$ cat config.mk
export PLATFORM = sky130hd
export DESIGN_NAME = lfsr_rr_sched
export DESIGN_NICKNAME = d
export VERILOG_FILES = /design/src/rtl/lfsr_rr_sched.sv
export SDC_FILE = /design/constraint.sdc
export NUM_CORES = 1
export LEC_CHECK = 0
export CORE_MARGIN = 5
export CORE_UTILIZATION = 48
export CTS_CLUSTER_SIZE = 40
export DETAILED_ROUTE_END_ITERATION = 12
export GPL_ROUTABILITY_DRIVEN = 0
export PLACE_DENSITY = 0.82
export SETUP_SLACK_MARGIN = 0.4
export SLEW_MARGIN = 5
export SYNTH_ARGS = -nofsm -noshare
export SYNTH_HDL_FRONTEND = slang
export SYNTH_SLANG_ARGS = --single-unit
$ cat constraint.sdc
create_clock -name clk -period 2.55 [get_ports clk]
set_clock_uncertainty 0.15 [all_clocks]
set_input_delay 0.3825 -clock clk [delete_from_list [all_inputs] [get_ports clk]]
set_output_delay 0.3825 -clock clk [all_outputs]
set_load 0.05 [all_outputs]
$ cat src/rtl/lfsr_rr_sched.sv
// Round-robin scheduler sharing one external 16-bit LFSR among NREQ requesters.
// Define LFSR_RR_SCHED_FIXED_PRIO_EN for fixed (lowest-index-wins) priority instead of round-robin.
module lfsr_rr_sched #(
    parameter int NREQ  = 4,
    parameter int STEPS = 16
) (
    input  logic            clk,
    input  logic            reset,
    input  logic [NREQ-1:0] req,
    input  logic            reseed,
    input  logic [15:0]     lfsr_out16,
    output logic            lfsr_enable,
    output logic            lfsr_reset,
    output logic [NREQ-1:0] gnt,
    output logic [15:0]     rnd_data,
    output logic            rnd_valid,
    output logic            busy
);

    localparam int PW = (NREQ > 1) ? $clog2(NREQ) : 1;

    // state     | meaning
    // S_INIT    | one-cycle lfsr_reset pulse, clears pending reseed
    // S_IDLE    | honour pending reseed, else arbitrate requests
    // S_STEP    | lfsr_enable high for STEPS cycles
    // S_CAPTURE | sample lfsr_out16 into rnd_data
    // S_DELIVER | rnd_valid high, grant released on exit
    typedef enum logic [2:0] {
        S_INIT,
        S_IDLE,
        S_STEP,
        S_CAPTURE,
        S_DELIVER
    } state_t;

    state_t          state;
    logic            reseed_pend;
    logic [7:0]      step_cnt;
    logic [PW-1:0]   win_idx;
    logic            win_found;

`ifdef LFSR_RR_SCHED_FIXED_PRIO_EN
    always_comb begin
        win_idx   = '0;
        win_found = 1'b0;
        for (int i = NREQ - 1; i >= 0; i--) begin
            if (req[i]) begin
                win_idx   = PW'(i);
                win_found = 1'b1;
            end
        end
    end
`else
    logic [PW-1:0] ptr;

    // Second pass overrides the first: lowest index above ptr wins, else wrap to lowest overall.
    always_comb begin
        win_idx   = '0;
        win_found = 1'b0;
        for (int i = NREQ - 1; i >= 0; i--) begin
            if (req[i] && (PW'(i) <= ptr)) begin
                win_idx   = PW'(i);
                win_found = 1'b1;
            end
        end
        for (int i = NREQ - 1; i >= 0; i--) begin
            if (req[i] && (PW'(i) > ptr)) begin
                win_idx   = PW'(i);
                win_found = 1'b1;
            end
        end
    end
`endif

    always_ff @(posedge clk or negedge reset) begin
        if (!reset) begin
            state       <= S_INIT;
            gnt         <= '0;
            rnd_data    <= 16'h0000;
            rnd_valid   <= 1'b0;
            lfsr_enable <= 1'b0;
            lfsr_reset  <= 1'b0;
            busy        <= 1'b1;
            reseed_pend <= 1'b0;
            step_cnt    <= '0;
`ifndef LFSR_RR_SCHED_FIXED_PRIO_EN
            ptr         <= PW'(NREQ - 1);
`endif
        end else begin
            if (reseed) begin
                reseed_pend <= 1'b1;
            end
            case (state)
                // Out of async reset lfsr_reset is still low, so INIT spends one extra
                // cycle raising it; entered from IDLE it is already high and exits at once.
                S_INIT: begin
                    if (!lfsr_reset) begin
                        lfsr_reset <= 1'b1;
                    end else begin
                        lfsr_reset  <= 1'b0;
                        reseed_pend <= reseed;
                        busy        <= 1'b0;
                        state       <= S_IDLE;
                    end
                end
                S_IDLE: begin
                    if (reseed_pend || reseed) begin
                        lfsr_reset <= 1'b1;
                        busy       <= 1'b1;
                        state      <= S_INIT;
                    end else if (win_found) begin
                        gnt         <= NREQ'(1) << win_idx;
`ifndef LFSR_RR_SCHED_FIXED_PRIO_EN
                        ptr         <= win_idx;
`endif
                        step_cnt    <= 8'(STEPS - 1);
                        lfsr_enable <= 1'b1;
                        busy        <= 1'b1;
                        state       <= S_STEP;
                    end
                end
                S_STEP: begin
                    if (step_cnt == 8'd0) begin
                        lfsr_enable <= 1'b0;
                        state       <= S_CAPTURE;
                    end else begin
                        step_cnt <= step_cnt - 8'd1;
                    end
                end
                S_CAPTURE: begin
                    rnd_data  <= lfsr_out16;
                    rnd_valid <= 1'b1;
                    state     <= S_DELIVER;
                end
                S_DELIVER: begin
                    rnd_valid <= 1'b0;
                    gnt       <= '0;
                    busy      <= 1'b0;
                    state     <= S_IDLE;
                end
                default: begin
                    state <= S_INIT;
                end
            endcase
        end
    end

endmodule
# --- Yosys cells after proc, flatten, opt, wreduce, memory -nomap -nowiden ---
# Index checks and enable logic that the tools add are counted.
word_totals:
  out_inout_bits: 24
  in_bits: 23
  regBits: 38
  word_cells: 97
classes:
  n_eq_ne: 11
  magnitude_cmp: 8
  reduce_logical: 23
  n_mux: 42
  n_bitwise: 1
  n_shift: 1
  add_sub_neg: 1
ops:
  columns: ["cell", "n"]
  rows:
  - ["$mux W8", 3]
  - ["$mux W1", 18]
  - ["$mux W2", 8]
  - ["$pmux W8 S2", 1]
  - ["$pmux W3 S5", 1]
  - ["$mux W3", 4]
  - ["$ne A2 B2 Y1 const B", 6]
  - ["$reduce_and A3 Y1", 4]
  - ["$logic_and A1 B1 Y1", 8]
  - ["$logic_not A8 Y1", 1]
  - ["$mux W4", 2]
  - ["$pmux W4 S2", 1]
  - ["$reduce_and A4 Y1", 2]
  - ["$reduce_bool A2 Y1", 4]
  - ["$sub A8 B1 Y8 const B", 1]
  - ["$eq A3 B2 Y1 const B", 2]
  - ["$pmux W1 S2", 3]
  - ["$gt A1 B2 Y1 const A", 2]
  - ["$gt A2 B2 Y1 const A", 2]
  - ["$le A1 B2 Y1 const A", 2]
  - ["$le A2 B2 Y1 const A", 2]
  - ["$shl A1 B2 Y4 const A", 1]
  - ["$eq A3 B1 Y1 const B", 1]
  - ["$eq A3 B3 Y1 const B", 1]
  - ["other kinds (7)", 7]

# --- Longest topological paths before layout ---
# Gate-level depths: netlist of run 1.
depth:
  word_depth: 14
  depth_mapped: 6
  depth_no_buf: 6

# --- Worst setup path before layout of run 1 ---
# No wires, ideal clock.
synth_timing:
  kind: "reg-to-reg"
  from: "register step_cnt[0]"
  to: "register step_cnt[4]"
  stages_incl_launch_ff: 7
  t_required_ns: 2.255
  setup_ns: 0.145
  path_buffers: 0
  period_less_slack_ns: 1.983
  setup_slack_ns: 0.567
  arrival_ns: 1.688
  cell_sequence: "dfrtp_1 > inv_1 > ha_1 > or3b_2 > o21ai_1 > or3_1 > a21oi_1"
synth_via:
  elab_chain_len: 3
  elab_cells_between_ends: 6
  cone_classes: "add/sub (1); eq/ne (1); mux (2); reduce/logical (2)"
synth_lines:
  columns: ["element", "line", "source"]
  rows:
  - ["start, declared", "38", "logic [7:0] step_cnt;"]
  - ["start signal, assigned", "116", "step_cnt <= 8'(STEPS - 1);"]
  - ["start signal, assigned", "127", "step_cnt <= step_cnt - 8'd1;"]
  - ["$sub A8 B1 Y8 / $logic_not A8 Y1 (equally long branches)", "127, 123", null]
  - ["$mux W8 / $ne A2 B2 Y1 (equally long branches)", null, null]
  - ["$pmux W8 S2 / $reduce_and A4 Y1 (equally long branches)", null, null]
# Several ways; a longest one is shown, not always the timed one. The select of a mux whose other input is x is not followed.
# A chain may end at the register's enable or synchronous reset.

# --- Worst setup path after layout of run 1 ---
layout_timing:
  from: "register lfsr_reset"
  to: "output port lfsr_reset"
layout_lines:
  columns: ["element", "line", "source"]
  rows:
  - ["start, declared", "13", "output logic lfsr_reset,"]
  - ["start signal, assigned", "82", "lfsr_reset <= 1'b0;"]
  - ["start signal, assigned", "98", "lfsr_reset <= 1'b1;"]
  - ["start signal, assigned", "100", "lfsr_reset <= 1'b0;"]
# No word-level cell between the ends.

==> results of run 1 <==
==> registers in the layout, summed over array words and instances, names as in the netlist <==
signal,cells
rnd_valid,1
step_cnt,8
reseed_pend,1
ptr,2
rnd_data,16
lfsr_reset,1
lfsr_enable,1
busy,1
state,3
gnt,4
==> power groups by stage <==
stage | clock network [mW] | logic, mW | registers (mW)
4_1_cts | 0.412 | 1.66 | 1.13
3_3_place_gp | 0 | 1.63 | 1.11
3_5_place_dp | 0 | 1.66 | 1.14
2_1_floorplan | 0 | 0.551 | 1.69
5_1_grt | 0.440 | 1.77 | 1.18
6_report | 0.399 | 1.65 | 1.13
==> logic make-up (layout without fill, tap and decap cells) <==
group | count (synthesis) | after routing | share of synthesized area [%]
simple gates | 54 | 54 | 18.9
flops | 38 | 38 | 54.0
compound gates | 29 | 29 | 10.8
mux | 18 | 18 | 11.3
buf+inv | 10 | 66 | 2.62
fa+ha+maj | 2 | 2 | 1.42
xor+xnor | 2 | 2 | 0.991
==> through the flow <==
| stage | instances | cell area [sq um] | worst slack (ns) | util [%] |
|---|---|---|---|---|
| CTS | 257 | 2390 | 0.447 | 66.3 |
| floorplan | 153 | 1770 | 0.567 | - |
| finish | 257 | 2400 | 0.484 | 66.6 |
| global placement | 249 | 2310 | 0.336 | 64.1 |
| detailed placement | 249 | 2310 | 0.279 | 64.1 |
| global route | 257 | 2400 | 0.336 | 66.6 |
==> path summary, 6_finish.rpt <==
kind / end / cells after the start / slack [ns] / start
worst min-delay path: rnd_data[0]$_DFFE_PN0P_ / 2 / 0.35 / reset
worst max register to register: step_cnt[4]$_DFFE_PN0P_ / 7 / 0.49 / step_cnt[0]$_DFFE_PN0P_
worst max-delay path: lfsr_reset / 1 / 0.48 / lfsr_reset$_DFFE_PN0P_
max in group asynchronous: ptr[0]$_DFFE_PN1P_ / 2 / 1.54 / reset
worst min register to register: ptr[0]$_DFFE_PN1P_ / 2 / 0.35 / ptr[0]$_DFFE_PN1P_
min in group clk: ptr[0]$_DFFE_PN1P_ / 2 / 0.35 / ptr[0]$_DFFE_PN1P_
==> cell usage after synthesis, types with 2 or more instances <==
| master | count |
|---|---|
| clkbuf_1 | 2 |
| nor2_1 | 10 |
| nand3_1 | 3 |
| or3b_2 | 2 |
| mux2_2 | 16 |
| a21oi_1 | 6 |
| ha_1 | 2 |
| or3_1 | 4 |
| inv_1 | 6 |
| dfrtp_1 | 35 |
| nor3_1 | 2 |
| nor3b_1 | 2 |
| a32o_1 | 3 |
| or2_2 | 3 |
| nor2b_1 | 2 |
| dfstp_2 | 3 |
| nand2_1 | 12 |
| or4_4 | 2 |
| o31ai_1 | 2 |
| nor4_2 | 2 |
| o22ai_1 | 2 |
| o21ai_0 | 8 |
| mux2i_1 | 2 |
==> area by class of cell <==
type,count,area (sq um),area share (%)
Sequential cell,38,956,39.8
Timing Repair Buffer,52,504,21.0
Tap cell,48,60.1,2.50
Inverter,6,22.5,0.938
Multi-Input combinational cell,105,773,32.2
Clock inverter,1,7.51,0.313
Clock buffer,7,76.3,3.18
==> layer usage <==
metal | up-vias | track usage (%) | part of all wire, %
met5 | - | 0 | 0
met2 | 57 | 24.1 | 45
met4 | 0 | 8.56 | 3.0
li1 | 660 | - | -
met3 | 11 | 8.10 | 10
met1 | 675 | 18.9 | 42
==> placed cells by master, fill, tap and decap left out, types with 2 or more instances in the layout <==
master / count
o31ai_1: 2
clkbuf_1: 2
mux2i_1: 2
a21oi_1: 6
nor2b_1: 2
or2_2: 3
nand2_1: 12
mux2_2: 16
dfrtp_1: 34
nor4_2: 2
nor2_1: 10
nor3b_1: 2
or4_4: 2
or3_1: 4
clkbuf_8: 5
nand3_1: 3
o21ai_0: 8
clkdlybuf4s50_1: 45
a32o_1: 3
inv_1: 6
nor3_1: 2
o22ai_1: 2
dfstp_2: 3
buf_4: 6
or3b_2: 2
==> timing repair <==
item                                    in CTS  in global routing
gates resized for setup                      1                  3
setup buffers                                0                  0
endpoints found under the setup margin       1                  5
==> impl_metrics.py, run 1 <==
metrics = {
    "critical_path": {
        "slowest_delay_ns": 0.83,
        "crit_path_end_kind": "primary output",
        "crit_arrival_ns": 1.53,
        "crit_path_start_kind": "flop",
        "worstPathMaxFanout": 6,
        "crit_chain": "clkdlybuf4s50_1",
        "crit_slowest_cell": "clkdlybuf4s50_1",
        "cp.required_ns": 2.02,
        "critPathBufInv": 1,
        "critPathTopFamily": "buffers and inverters",
        "path_class": "flop to primary output",
    },
    "power": {
        "p_leak_nw": 0.964,
        "p_seq_share_pct": 35.5,
        "combinationalPowerShare_pct": 52.0,
        "p_sw_mw": 1.45,
        "swShare_pct": 45.6,
        "pwr-share-clk_pct": 12.6,
        "ir_drop_uv": 930,
        "p_total_mw": 3.18,
        "p_int_mw": 1.73,
        "power_density_nw_per_um2": 1330,
    },
    "timing": {
        "fin_crit_sh_pct": 81.0,
        "period_minus_slack_ns": 2.07,
        "rsz0062_at_grt": "true",
        "slew_headroom_pct": 54.8,
        "finalSetupTns_ns": 0,
        "slew_violations": 0,
        "max_freq_mhz": 484,
        "worstMarginPinSlew_ns": 0.676,
        "setup_viol": 0,
        "hold_viol_final": 0,
        "holdWs_ns": 0.355,
    },
    "layout": {
        "final_nets": 233,
        "fillers": 290,
        "antennaDiodeCount": 0,
        "synthToLayoutAreaGrowth_pct": 35.7,
        "drive_above_1_share_pct": 21.5,
    },
    "detailed_routing": {
        "wl_per_cell_um": 14.3,
        "drt_wl_total_um": 3680,
        "firstDrtPassIters": 4,
        "via_per_inst": 5.46,
        "num_vias": 1403,
        "initialDrtViolationCount": 41,
        "drc": 0,
        "ant_nets": 0,
    },
    "yosys": {
        "synth_edf_count": 0,
        "synth-async-reset-ratio_pct": 100,
        "ys.warnings.count": 0,
        "synthTopCellsByArea": "dfrtp_1 (50%), mux2_2 (10%), dfstp_2 (4.5%), nand2_1 (2.5%), o21ai_0 (2.3%)",
        "synth_top_cell_area_share_pct": 49.5,
        "yosysUniqueCellTypes": 45,
        "synthFlopType": "dfrtp_1",
        "syn_area_sq_um": 1770,
        "syn-instance-count": 153,
        "ys_ff_latch": 38,
        "synthesis.nets": 178,
        "seq_area_frac_synth_pct": 54.0,
        "yosysTopAreaCell": "dfrtp_1",
        "synth_area_per_cell_sq_um": 11.6,
    },
    "floorplan": {
        "fp.dieW_um": 70.7,
        "die_h_um": 70.7,
        "coreArea_sq_um": 3610,
        "start_util_pct": 49.0,
        "ioPinCount": 47,
        "num_rows": 22,
        "die-area_sq_um": 5000,
    },
    "grt": {
        "grt-ovfl-total": 0,
        "first_global_vias": 1416,
        "grt_util_all_layers_pct": 16.1,
        "grt_max_degree": 39,
        "grt_pass1_wl_um": 6430,
        "antenna_found_initial": 0,
    },
    "job": {
        "drv_cap": 0,
    },
    "clock_network": {
        "clock_insertion_delay_worst_skew_ns": 0.29,
        "clk_root_buffer_cell": "clkbuf_8",
        "cts_htree_levels": 2,
        "cts_tree": "yes",
        "ctsHoldBuffers": 0,
        "cts.sinks": 38,
        "cts_buffers": 5,
        "clockBufferDepth": 2,
        "path_clk_slew_ns": 0.08,
    },
    "placement": {
        "place_hpwl_um": 2700,
        "numPortBuffers": 46,
    },
    "worst_hold_path": {
        "min_path_type": "input port to async pin",
    },
    "outcome": {
        "status": "complete, no violations",
    },
}
(Power assumes the default switching activity.)
==> run 2, diff against run 1 <==
==> constraint.sdc (replaced) <==
create_clock -name clk -period 2.05 [get_ports clk]
set_clock_uncertainty 0.15 [all_clocks]
set_input_delay 0.3075 -clock clk [delete_from_list [all_inputs] [get_ports clk]]
set_output_delay 0.3075 -clock clk [all_outputs]
set_load 0.05 [all_outputs]
==> run 2 against run 1 <==
Net effect:
- final cell count increased by 11%
- core utilization increased by 8.6 points
- global-route usage increased by 1.7 points
- combinational power increased by 45%
- die area unchanged
- total power increased by 36%
- via count increased by 12%
- design area increased by 13%
- critical path type is now flop to flop
- largest power group unchanged
==> impl_metrics.py, run 2 (synthesis results as in run 1) <==
metrics = {
    "outcome": {
        "status": "complete, no violations",
    },
    "floorplan": {
        "fp.dieW_um": 70.7,
        "num_rows": 22,
        "die_h_um": 70.7,
        "die-area_sq_um": 5000,
        "coreArea_sq_um": 3610,
        "start_util_pct": 49.0,
        "ioPinCount": 47,
    },
    "power": {
        "ir_drop_uv": 994,
        "p_leak_nw": 1.18,
        "power_density_nw_per_um2": 1600,
    },
    "detailed_routing": {
        "initialDrtViolationCount": 98,
        "wl_per_cell_um": 17.3,
        "drc": 0,
        "via_per_inst": 5.49,
        "num_vias": 1566,
        "firstDrtPassIters": 4,
        "ant_nets": 0,
        "drt_wl_total_um": 4920,
    },
    "layout": {
        "final_cell_mix": "dfrtp_1 (33), buf_4 (27), clkdlybuf4s50_1 (17)",
        "largest_registers": "rnd_data x16, step_cnt x8, gnt x4",
        "multiInputGateArea_sq_um": 891,
        "antennaDiodeCount": 0,
        "mostFrequentLayoutCell": "dfrtp_1",
        "design_area_sq_um": 2710,
        "drive_above_1_share_pct": 46.0,
        "largest_register_ffs": 16,
        "synthToLayoutAreaGrowth_pct": 53.4,
        "final_nets": 261,
        "regArea_sq_um": 957,
        "fillers": 228,
        "top_register": "rnd_data",
    },
    "placement": {
        "place_ws_ns": -0.0668,
        "dpl-instance-area_sq_um": 2410,
        "numPortBuffers": 46,
        "place_hpwl_um": 2920,
    },
    "clock_network": {
        "clk_root_buffer_cell": "clkbuf_8",
        "cts_htree_levels": 2,
        "ctsHoldBuffers": 0,
        "path_clk_slew_ns": 0.07,
        "cts_buffers": 5,
        "cts.sinks": 38,
        "clockBufferDepth": 2,
        "clock_insertion_delay_worst_skew_ns": 0.29,
        "cts_tree": "yes",
    },
    "grt": {
        "grt-ovfl-total": 0,
        "grt_max_degree": 39,
        "grt_util_all_layers_pct": 17.8,
        "antenna_found_initial": 0,
        "first_global_vias": 1595,
        "grt_pass1_wl_um": 7120,
    },
    "timing": {
        "slew_violations": 0,
        "setup_ws_ns": 0.172,
        "setup_viol": 0,
        "hold_viol_final": 0,
        "fin_crit_sh_pct": 91.6,
        "max_freq_mhz": 532,
        "rsz0062_at_grt": "true",
        "holdWs_ns": 0.282,
        "period_minus_slack_ns": 1.88,
        "worstMarginPinSlew_ns": 0.504,
        "slew_headroom_pct": 66.5,
    },
    "critical_path": {
        "crit_path_start_kind": "flop",
        "crit_path_end_kind": "flop",
        "critPathTopFamily": "simple AND/OR/NAND/NOR gates",
        "slowest_delay_ns": 0.50,
        "worstPathMaxFanout": 7,
        "crit_arrival_ns": 1.96,
        "path_class": "flop to flop",
        "critPathBufInv": 0,
        "cp.required_ns": 2.13,
        "crit_chain": "nor3b_2, o21ai_4, or4_1, nand3_1",
        "crit_slowest_cell": "or4_1",
    },
    "job": {
        "drv_cap": 0,
    },
    "worst_hold_path": {
        "min_path_type": "input port to async pin",
    },
}
-- run 2: cell types whose count changed in the layout (fill, tap and decap cells not counted), sizes merged --
cell	before	now
clkbuf	7	21
dlygate4sd2	1	4
o21ai	9	10
buf	6	34
dlymetal6s2s	0	1
clkinv	0	1
clkdlybuf4s50	45	17
clkdlybuf4s15	0	8
-- run 2: metal layers --
layer | track usage, % | share of wire (%)
met5 | 0 | 0
met4 | 5.01 | 2.3
met2 | 30.2 | 52
met1 | 20.1 | 37
met3 | 8.24 | 8.6
-- run 2: what timing repair did --
item / CTS / global route
buffers inserted: 6 / 8
pin swaps: 7 / 10
gates resized for setup: 40 / 58
endpoints found under the setup margin: 37 / 54
gates cloned: 0 / 3
-- run 2: stage by stage --
| stage | power, mW | TNS (ns) | util, % | std cells |
|---|---|---|---|---|
| after floorplan | 2.84 | 0 | - | 153 |
| after global placement | 3.52 | -0.0297 | 66.9 | 260 |
| after detailed placement | 3.58 | -0.250 | 66.9 | 260 |
| after CTS | 4.06 | 0 | 70.9 | 274 |
| after global routing | 4.57 | 0 | 75.2 | 285 |
| final | 4.33 | 0 | 75.2 | 285 |
-- run 2: worst paths after layout --
check	slack [ns]	to	cells after the start	startpoint
max	0.17	step_cnt[3]$_DFFE_PN0P_	4	state[0]$_DFFE_PN0P_
min	0.28	rnd_data[2]$_DFFE_PN0P_	2	reset
min reg2reg	0.36	rnd_data[14]$_DFFE_PN0P_	1	rnd_data[14]$_DFFE_PN0P_
max in group asynchronous	1.11	reseed_pend$_DFF_PN0_	2	reset
max reg2reg	0.17	step_cnt[3]$_DFFE_PN0P_	4	state[0]$_DFFE_PN0P_
min in group clk	0.29	reseed_pend$_DFF_PN0_	3	reseed
-- run 2: worst reg2reg max path: cells and delay by family (launching register included) --
kind,cells,cell delay [ns]
DFF,1,0.45
AOI/OAI and AO/OA,1,0.16
and+or+nand+nor,3,1.05
-- run 2: power by group --
group | internal, mW | total, mW | leakage (nW) | switching (mW)
clock network | 0.270 | 0.533 | 0.0472 | 0.263
registers | 1.12 | 1.40 | 0.444 | 0.282
logic | 0.904 | 2.40 | 0.690 | 1.50
-- run 2: layout make-up --
cell class	instances	share of cell area, %
Sequential cell	38	35.3
Multi-Input combinational cell	106	32.9
Timing Repair Buffer	79	25.2
Clock buffer	6	3.05
Tap cell	48	2.22
Inverter	6	0.923
Clock inverter	2	0.461
==> run 3, diff against run 2 <==
--- a/config.mk
+++ b/config.mk
@@ -5,6 +5,7 @@
 export SDC_FILE = /design/constraint.sdc
 export NUM_CORES = 1
 export LEC_CHECK = 0
+export CAP_MARGIN = 20
 export CORE_MARGIN = 5
 export CORE_UTILIZATION = 48
 export CTS_CLUSTER_SIZE = 40
==> results of run 3 <==
No change in the layout: final DEF, timing and power equal those of run 2.
